--- config.mk ---
export PLATFORM = sky130hd
export DESIGN_NAME = instr_fetch_flat
export DESIGN_NICKNAME = d
export VERILOG_FILES = /design/src/rtl/instr_fetch_pkg.sv /design/src/rtl/instr_fetch_if.sv /design/src/rtl/instr_fetch_if_id_reg.sv /design/src/rtl/instr_fetch.sv /design/src/flat_wrapper.sv
export SDC_FILE = /design/constraint.sdc
export NUM_CORES = 1
export LEC_CHECK = 0
export ABC_CLOCK_PERIOD_IN_PS = 2020
export CAP_MARGIN = 10
export CORE_MARGIN = 1.5
export CORE_UTILIZATION = 42
export CTS_BUF_LIST = sky130_fd_sc_hd__clkbuf_2 sky130_fd_sc_hd__clkbuf_4 sky130_fd_sc_hd__clkbuf_8
export DETAILED_ROUTE_END_ITERATION = 10
export PLACE_DENSITY_LB_ADDON = 0.3
export REMOVE_ABC_BUFFERS = 1
export SYNTH_ARGS = -nofsm -noshare
export SYNTH_HDL_FRONTEND = slang
export SYNTH_SLANG_ARGS = --single-unit
--- constraint.sdc ---
create_clock -name clk -period 2.02 [get_ports clk]
set_input_delay 0.404 -clock clk [delete_from_list [all_inputs] [get_ports clk]]
set_output_delay 0.404 -clock clk [all_outputs]
set_load 0.05 [all_outputs]
--- src/rtl/instr_fetch_pkg.sv ---
// Shared definitions for the instruction fetch stage: word width, FSM encoding, reset PC.
package instr_fetch_pkg;

    localparam int unsigned WordWidth = 32;

    localparam logic [WordWidth-1:0] DefaultResetPc = '0;

    typedef enum logic [1:0] {
        FetchBoot   = 2'd0,
        FetchRun    = 2'd1,
        FetchHalted = 2'd2
    } fetch_state_e;

    // Address arithmetic wraps modulo 2^WordWidth by construction.
    function automatic logic [WordWidth-1:0] pc_inc(input logic [WordWidth-1:0] pc,
                                                    input logic [WordWidth-1:0] step);
        return pc + step;
    endfunction

endpackage

--- src/rtl/instr_fetch_if.sv ---
// Fetch-stage bus: instruction memory port, control inputs and the IF/ID handshake to decode.
interface instr_fetch_if;
    import instr_fetch_pkg::*;

    logic [WordWidth-1:0] imem_addr;
    logic [WordWidth-1:0] imem_instr;
    logic                 redirect_valid;
    logic [WordWidth-1:0] redirect_pc;
    logic                 halt_req;
    logic                 resume;
    logic                 id_ready;
    logic                 if_valid;
    logic [WordWidth-1:0] if_instr;
    logic [WordWidth-1:0] if_pc;
    logic [WordWidth-1:0] if_pc_next;

    modport master (
        output imem_addr, if_valid, if_instr, if_pc, if_pc_next,
        input  imem_instr, redirect_valid, redirect_pc, halt_req, resume, id_ready
    );

    modport slave (
        input  imem_addr, if_valid, if_instr, if_pc, if_pc_next,
        output imem_instr, redirect_valid, redirect_pc, halt_req, resume, id_ready
    );

endinterface

--- src/rtl/instr_fetch_if_id_reg.sv ---
// Valid/ready pipeline holding register for instr/pc/pc_next with flush; reusable between stages.
module if_id_reg #(
    parameter int unsigned Width = 32
) (
    input  logic             clk,
    input  logic             rst_n,
    input  logic             flush_i,
    input  logic             load_i,
    input  logic             ready_i,
    input  logic [Width-1:0] instr_i,
    input  logic [Width-1:0] pc_i,
    input  logic [Width-1:0] pc_next_i,
    output logic             valid_o,
    output logic [Width-1:0] instr_o,
    output logic [Width-1:0] pc_o,
    output logic [Width-1:0] pc_next_o
);

    logic             valid_d, valid_q;
    logic [Width-1:0] instr_q, pc_q, pc_next_q;

    // Flush wins over a new load; an unreplaced entry drains when consumed.
    always_comb begin
        valid_d = valid_q;
        if (flush_i) begin
            valid_d = 1'b0;
        end else if (load_i) begin
            valid_d = 1'b1;
        end else if (valid_q && ready_i) begin
            valid_d = 1'b0;
        end
    end

    always_ff @(posedge clk or negedge rst_n) begin
        if (!rst_n) begin
            valid_q   <= 1'b0;
            instr_q   <= '0;
            pc_q      <= '0;
            pc_next_q <= '0;
        end else begin
            valid_q <= valid_d;
            if (load_i && !flush_i) begin
                instr_q   <= instr_i;
                pc_q      <= pc_i;
                pc_next_q <= pc_next_i;
            end
        end
    end

    assign valid_o   = valid_q;
    assign instr_o   = instr_q;
    assign pc_o      = pc_q;
    assign pc_next_o = pc_next_q;

endmodule

--- src/rtl/instr_fetch.sv ---
// Fetch stage: owns the PC, drives instruction memory, fills the IF/ID register.
// Optional perf counters are enabled by defining FETCH_PERF_CNT_EN.
module instr_fetch
    import instr_fetch_pkg::*;
#(
    parameter logic [WordWidth-1:0] RESET_PC = DefaultResetPc,
    parameter logic [WordWidth-1:0] PC_STEP  = 1
) (
    input  logic                clk,
    input  logic                rst_n,
    instr_fetch_if.master       bus,
    output logic [1:0]          fetch_state_o
`ifdef FETCH_PERF_CNT_EN
    ,
    output logic [31:0]         perf_fetched_o,
    output logic [31:0]         perf_stall_o,
    output logic [15:0]         perf_flush_o
`endif
);

    fetch_state_e         state_d, state_q;
    logic [WordWidth-1:0] pc_d, pc_q;
    logic                 take, load, flush;

    assign take = !bus.if_valid || bus.id_ready;

    always_comb begin
        state_d = state_q;
        pc_d    = pc_q;
        load    = 1'b0;
        flush   = bus.redirect_valid && (state_q != FetchBoot);
        case (state_q)
            FetchBoot: state_d = bus.halt_req ? FetchHalted : FetchRun;
            FetchRun: begin
                if (bus.halt_req) begin
                    state_d = FetchHalted;
                end else if (!bus.redirect_valid && take) begin
                    load = 1'b1;
                end
            end
            FetchHalted: begin
                if (!bus.redirect_valid && !bus.halt_req && bus.resume) begin
                    state_d = FetchRun;
                end
            end
            default: state_d = FetchBoot;
        endcase
        if (bus.redirect_valid) begin
            pc_d = bus.redirect_pc;
        end else if (load) begin
            pc_d = pc_inc(pc_q, PC_STEP);
        end
    end

    always_ff @(posedge clk or negedge rst_n) begin
        if (!rst_n) begin
            state_q <= FetchBoot;
            pc_q    <= RESET_PC;
        end else begin
            state_q <= state_d;
            pc_q    <= pc_d;
        end
    end

    assign bus.imem_addr = pc_q;
    assign fetch_state_o = state_q;

    if_id_reg #(
        .Width(WordWidth)
    ) u_if_id_reg (
        .clk      (clk),
        .rst_n    (rst_n),
        .flush_i  (flush),
        .load_i   (load),
        .ready_i  (bus.id_ready),
        .instr_i  (bus.imem_instr),
        .pc_i     (pc_q),
        .pc_next_i(pc_inc(pc_q, PC_STEP)),
        .valid_o  (bus.if_valid),
        .instr_o  (bus.if_instr),
        .pc_o     (bus.if_pc),
        .pc_next_o(bus.if_pc_next)
    );

`ifdef FETCH_PERF_CNT_EN
    logic [31:0] fetched_q, stall_q;
    logic [15:0] flush_cnt_q;

    // All counters saturate rather than wrap.
    always_ff @(posedge clk or negedge rst_n) begin
        if (!rst_n) begin
            fetched_q   <= '0;
            stall_q     <= '0;
            flush_cnt_q <= '0;
        end else begin
            if (load && (fetched_q != '1)) begin
                fetched_q <= fetched_q + 32'd1;
            end
            if ((state_q == FetchRun) && bus.if_valid && !bus.id_ready && (stall_q != '1)) begin
                stall_q <= stall_q + 32'd1;
            end
            if (bus.redirect_valid && bus.if_valid && (flush_cnt_q != '1)) begin
                flush_cnt_q <= flush_cnt_q + 16'd1;
            end
        end
    end

    assign perf_fetched_o = fetched_q;
    assign perf_stall_o   = stall_q;
    assign perf_flush_o   = flush_cnt_q;
`else
    // Counters compiled out.
`endif

endmodule

--- src/flat_wrapper.sv ---
// flat-port wrapper written by rule: the top's interface ports become plain ports
module instr_fetch_flat import instr_fetch_pkg::*;
#(
    parameter logic [WordWidth-1:0] RESET_PC = DefaultResetPc,
    parameter logic [WordWidth-1:0] PC_STEP  = 1
)
  (clk, rst_n, fetch_state_o, bus_imem_addr, bus_if_valid, bus_if_instr, bus_if_pc, bus_if_pc_next, bus_imem_instr, bus_redirect_valid, bus_redirect_pc, bus_halt_req, bus_resume, bus_id_ready);
  instr_fetch_if bus_i ();
  input  logic clk;
  input  logic rst_n;
  output logic [1:0] fetch_state_o;
  output wire logic [$bits(bus_i.imem_addr)-1:0] bus_imem_addr;
  output wire logic [$bits(bus_i.if_valid)-1:0] bus_if_valid;
  output wire logic [$bits(bus_i.if_instr)-1:0] bus_if_instr;
  output wire logic [$bits(bus_i.if_pc)-1:0] bus_if_pc;
  output wire logic [$bits(bus_i.if_pc_next)-1:0] bus_if_pc_next;
  input wire logic [$bits(bus_i.imem_instr)-1:0] bus_imem_instr;
  input wire logic [$bits(bus_i.redirect_valid)-1:0] bus_redirect_valid;
  input wire logic [$bits(bus_i.redirect_pc)-1:0] bus_redirect_pc;
  input wire logic [$bits(bus_i.halt_req)-1:0] bus_halt_req;
  input wire logic [$bits(bus_i.resume)-1:0] bus_resume;
  input wire logic [$bits(bus_i.id_ready)-1:0] bus_id_ready;
  assign bus_imem_addr = bus_i.imem_addr;
  assign bus_if_valid = bus_i.if_valid;
  assign bus_if_instr = bus_i.if_instr;
  assign bus_if_pc = bus_i.if_pc;
  assign bus_if_pc_next = bus_i.if_pc_next;
  assign bus_i.imem_instr = bus_imem_instr;
  assign bus_i.redirect_valid = bus_redirect_valid;
  assign bus_i.redirect_pc = bus_redirect_pc;
  assign bus_i.halt_req = bus_halt_req;
  assign bus_i.resume = bus_resume;
  assign bus_i.id_ready = bus_id_ready;
  instr_fetch #(.RESET_PC(RESET_PC), .PC_STEP(PC_STEP)) u_core (.clk(clk), .rst_n(rst_n), .bus(bus_i), .fetch_state_o(fetch_state_o));
endmodule
==> reports/metrics.yaml <==
power:
  vdd_drop_max_uv: 756
  power_frac_comb_pct: 47.8
  seq_power_share_pct: 34.2
  sw_frac_of_total_pct: 47.6
  leakage_nw: 4.48
  p_total_w: 0.0115
  p_sw_w: 0.00547
  power_density_nw_per_um2: 1340
  clockPowerShare_pct: 18.0
  p_int_w: 0.00602
worst_setup_path:
  start_kind: "primary input"
  path_max_fanout: 43
  timing.rr.start: "u_core.fetch_state_o[0]"
  required_ns: 2.40
  reg2reg_setup_slack_ns: 0.11
  slowest_stage: "or3_4"
  reg2regPathDepth: 5
  end_kind: "flip-flop"
  r2r_end: "u_core.bus.imem_addr[7]"
  path_cells: "clkdlybuf4s50_1 -> or3b_1 -> or3_4 -> buf_6 -> nor4_2 -> a221o_1"
  slowest_delay_ns: 0.42
  worstPathArrival_ns: 2.31
  setup.worst_path.class: "primary input to flip-flop"
yosys:
  synth-edff-count: 0
  ys_seq_area_share_pct: 56.4
  synth_commonest_cells: "nand2_1, dfrtp_1, o21ai_0, buf_2, xor2_1"
  synth.area.top_cells: "dfrtp_1, nand2_1, o21ai_0"
  yosys_warnings: 0
  synth_ff_type: "dfrtp_1"
  ys_ff_latch: 131
  post-synth-top-count-cell: "nand2_1"
  synthCells: 632
  synth_cell_types: 41
  synth_top_area_share_pct: 56.4
  yosysTopAreaCell: "dfrtp_1"
  async_flop_share_pct: 100
  syn_area_per_cell_um2: 9.19
  synth_area_um2: 5810
final_layout:
  fillers: 1151
  layout-drive-gt1-share_pct: 15.0
  antennaDiodeCount: 0
  area_growth_pct: 47.2
  fin_nets: 934
run_status:
  outcome: "finished, final reports clean"
grt:
  grt_antenna_before_repair: 0
  grt_pass1_vias: 5280
  grt_max_degree: 70
  grt_pass1_wl_mm: 26.6
  grt.overflow.total: 0
  gr-usage-all-layers_pct: 23.6
die:
  die_x_um: 121
  dieArea_um2: 14500
  core.rowCount: 42
  placeableCoreArea_um2: 13300
  start_util_pct: 43.5
  io_pins: 201
  die_y_um: 121
placement:
  hpwl_mm: 11.9
  dp_slack_ns: -0.471
  gp_congestion: 0.815
  port_buffers: 200
timing:
  rsz0062_at_grt: "yes"
  hold_ws_ns: 0.383
  tightest_slew_ns: 0.524
  period_share_pct: 95.5
  fin_ws_ns: 0.0901
  fmax_ghz: 0.518
  fin_skew_ns: 0.0110
  finalCriticalPeriod_ns: 1.93
  slew_headroom_pct: 65.2
  slew_viol_final: 0
  hold_violations: 0
  setup_viol: 0
routing:
  routed_wl_mm: 16.6
  routed_via_density: 5.13
  ant_nets: 0
  drcViolationCount: 0
  vias: 5387
  initialDrtViolationCount: 282
  routedWlPerCell_um: 15.8
  drtPass1Iterations: 4
job:
  drv_cap: 0
cts:
  clk_path_buf_depth: 2
  cts_tree: "yes"
  clk-insertion-delay-late_ns: 0.45
  cts.sinks: 131
  cts.htree.levels: 4
  cts-root-buf: "clkbuf_8"
  path_clk_slew_ns: 0.07
  numCtsBuffers: 17
  post_cts.repair.setup_buffers: 0
worst_hold_path:
  hold_path.class: "primary input to async pin"
==> worst max path at each step <==
stage                                 from                                to  slack [ns]  depth (start not counted)
6_report                      bus_halt_req           u_core.bus.imem_addr[7]        0.09                          6
5_1_grt            u_core.bus.imem_addr[0]  u_core.u_if_id_reg.pc_next_o[30]      -0.004                          7
3_5_place_dp                  bus_halt_req           u_core.bus.imem_addr[7]       -0.47                          6
4_1_cts        u_core.u_if_id_reg.pc_o[26]                     bus_if_pc[26]      0.0005                          1
3_3_place_gp                  bus_halt_req  u_core.u_if_id_reg.pc_next_o[14]       -0.38                          7
2_1_floorplan      u_core.fetch_state_o[0]          u_core.bus.imem_addr[18]       -4.67                          5
==> final cells by class <==
cell class / instances / area, um^2 / area share [%]
repair buffers: 255 / 2340 / 27.4
flip-flops and latches: 131 / 3280 / 38.3
well taps: 176 / 220 / 2.57
inverters: 3 / 11.3 / 0.132
multi-input cells: 455 / 2340 / 27.3
clock buffers: 25 / 313 / 3.66
clock inverters: 5 / 52.6 / 0.614
==> flip-flops by register name (all words and copies together), names as in the netlist <==
register / count
u_core.bus.imem_addr: 32
u_core.fetch_state_o: 2
u_core.u_if_id_reg.instr_o: 32
u_core.u_if_id_reg.pc_next_o: 32
u_core.u_if_id_reg.pc_o: 32
u_core.u_if_id_reg.valid_o: 1
==> layer usage <==
| layer | up-vias | GRT usage (%) | wire [um] |
|---|---|---|---|
| met4 | 0 | 7.50 | 259 |
| met3 | 22 | 6.98 | 1250 |
| met2 | 196 | 37.9 | 7810 |
| met5 | - | 0 | 0 |
| li1 | 2575 | - | - |
| met1 | 2594 | 30.7 | 7250 |
==> through the flow <==
| step | cell area (um^2) | TNS [ns] | cells | utilization, % |
|---|---|---|---|---|
| after floorplan | 5590 | -379.95 | 589 | - |
| after global placement | 8220 | -33.20 | 1019 | 61.6 |
| after detailed placement | 8220 | -37.55 | 1019 | 61.6 |
| after CTS | 8490 | 0 | 1050 | 63.6 |
| after global routing | 8550 | -0.00446 | 1050 | 64.1 |
| final | 8550 | 0 | 1050 | 64.1 |
==> critical path: cells and delay by family <==
family / cells / cell delay (ns)
AO/OA/AOI/OAI: 1 / 0.15
AND/OR/NAND/NOR: 3 / 1.11
buffers and inverters: 2 / 0.62
==> repair_timing <==
item,CTS,global route
gates resized for setup,84,19
endpoints found under the setup margin,84,52
hold buffers,1,0
pin swaps,0,1
endpoints found under the hold margin,25,0
==> placed cells by master, fill, tap and decap left out, drive strengths merged, types with 6 or more instances in the layout <==
cell | synthesis | layout
nor2 | 14 | 14
a221o | 9 | 9
xnor2 | 9 | 9
dlymetal6s2s | 0 | 14
nor3 | 6 | 6
xor2 | 20 | 20
clkbuf | 13 | 25
nand2 | 250 | 250
nor4 | 7 | 7
nand3 | 15 | 15
nand4 | 10 | 10
clkdlybuf4s50 | 0 | 67
a22oi | 12 | 12
o311ai | 7 | 7
dlygate4sd2 | 0 | 84
and3 | 8 | 8
o21ai | 57 | 57
a21oi | 9 | 9
buf | 30 | 89
dfrtp | 131 | 131
==> cell families (layout without fill, tap and decap cells) <==
group           Yosys count  in the layout  share of synthesized area [%]
compound gates          103            103                           11.0
xor+xnor                 29             29                           4.37
fa+ha+maj                 1              1                          0.215
buf+inv                  46            288                           3.92
flops                   131            131                           56.4
mux                       1              1                          0.194
simple gates            321            321                           23.9
==> power groups by stage <==
stage,Clock [W],Sequential (W),Combinational [W]
5_1_grt,0.00223,0.00403,0.00578
3_3_place_gp,0,0.00397,0.00590
3_5_place_dp,0,0.00401,0.00596
6_report,0.00207,0.00393,0.00549
4_1_cts,0.00211,0.00394,0.00554
2_1_floorplan,0,0.00692,0.000732
Power figures use the tool's default switching activity.
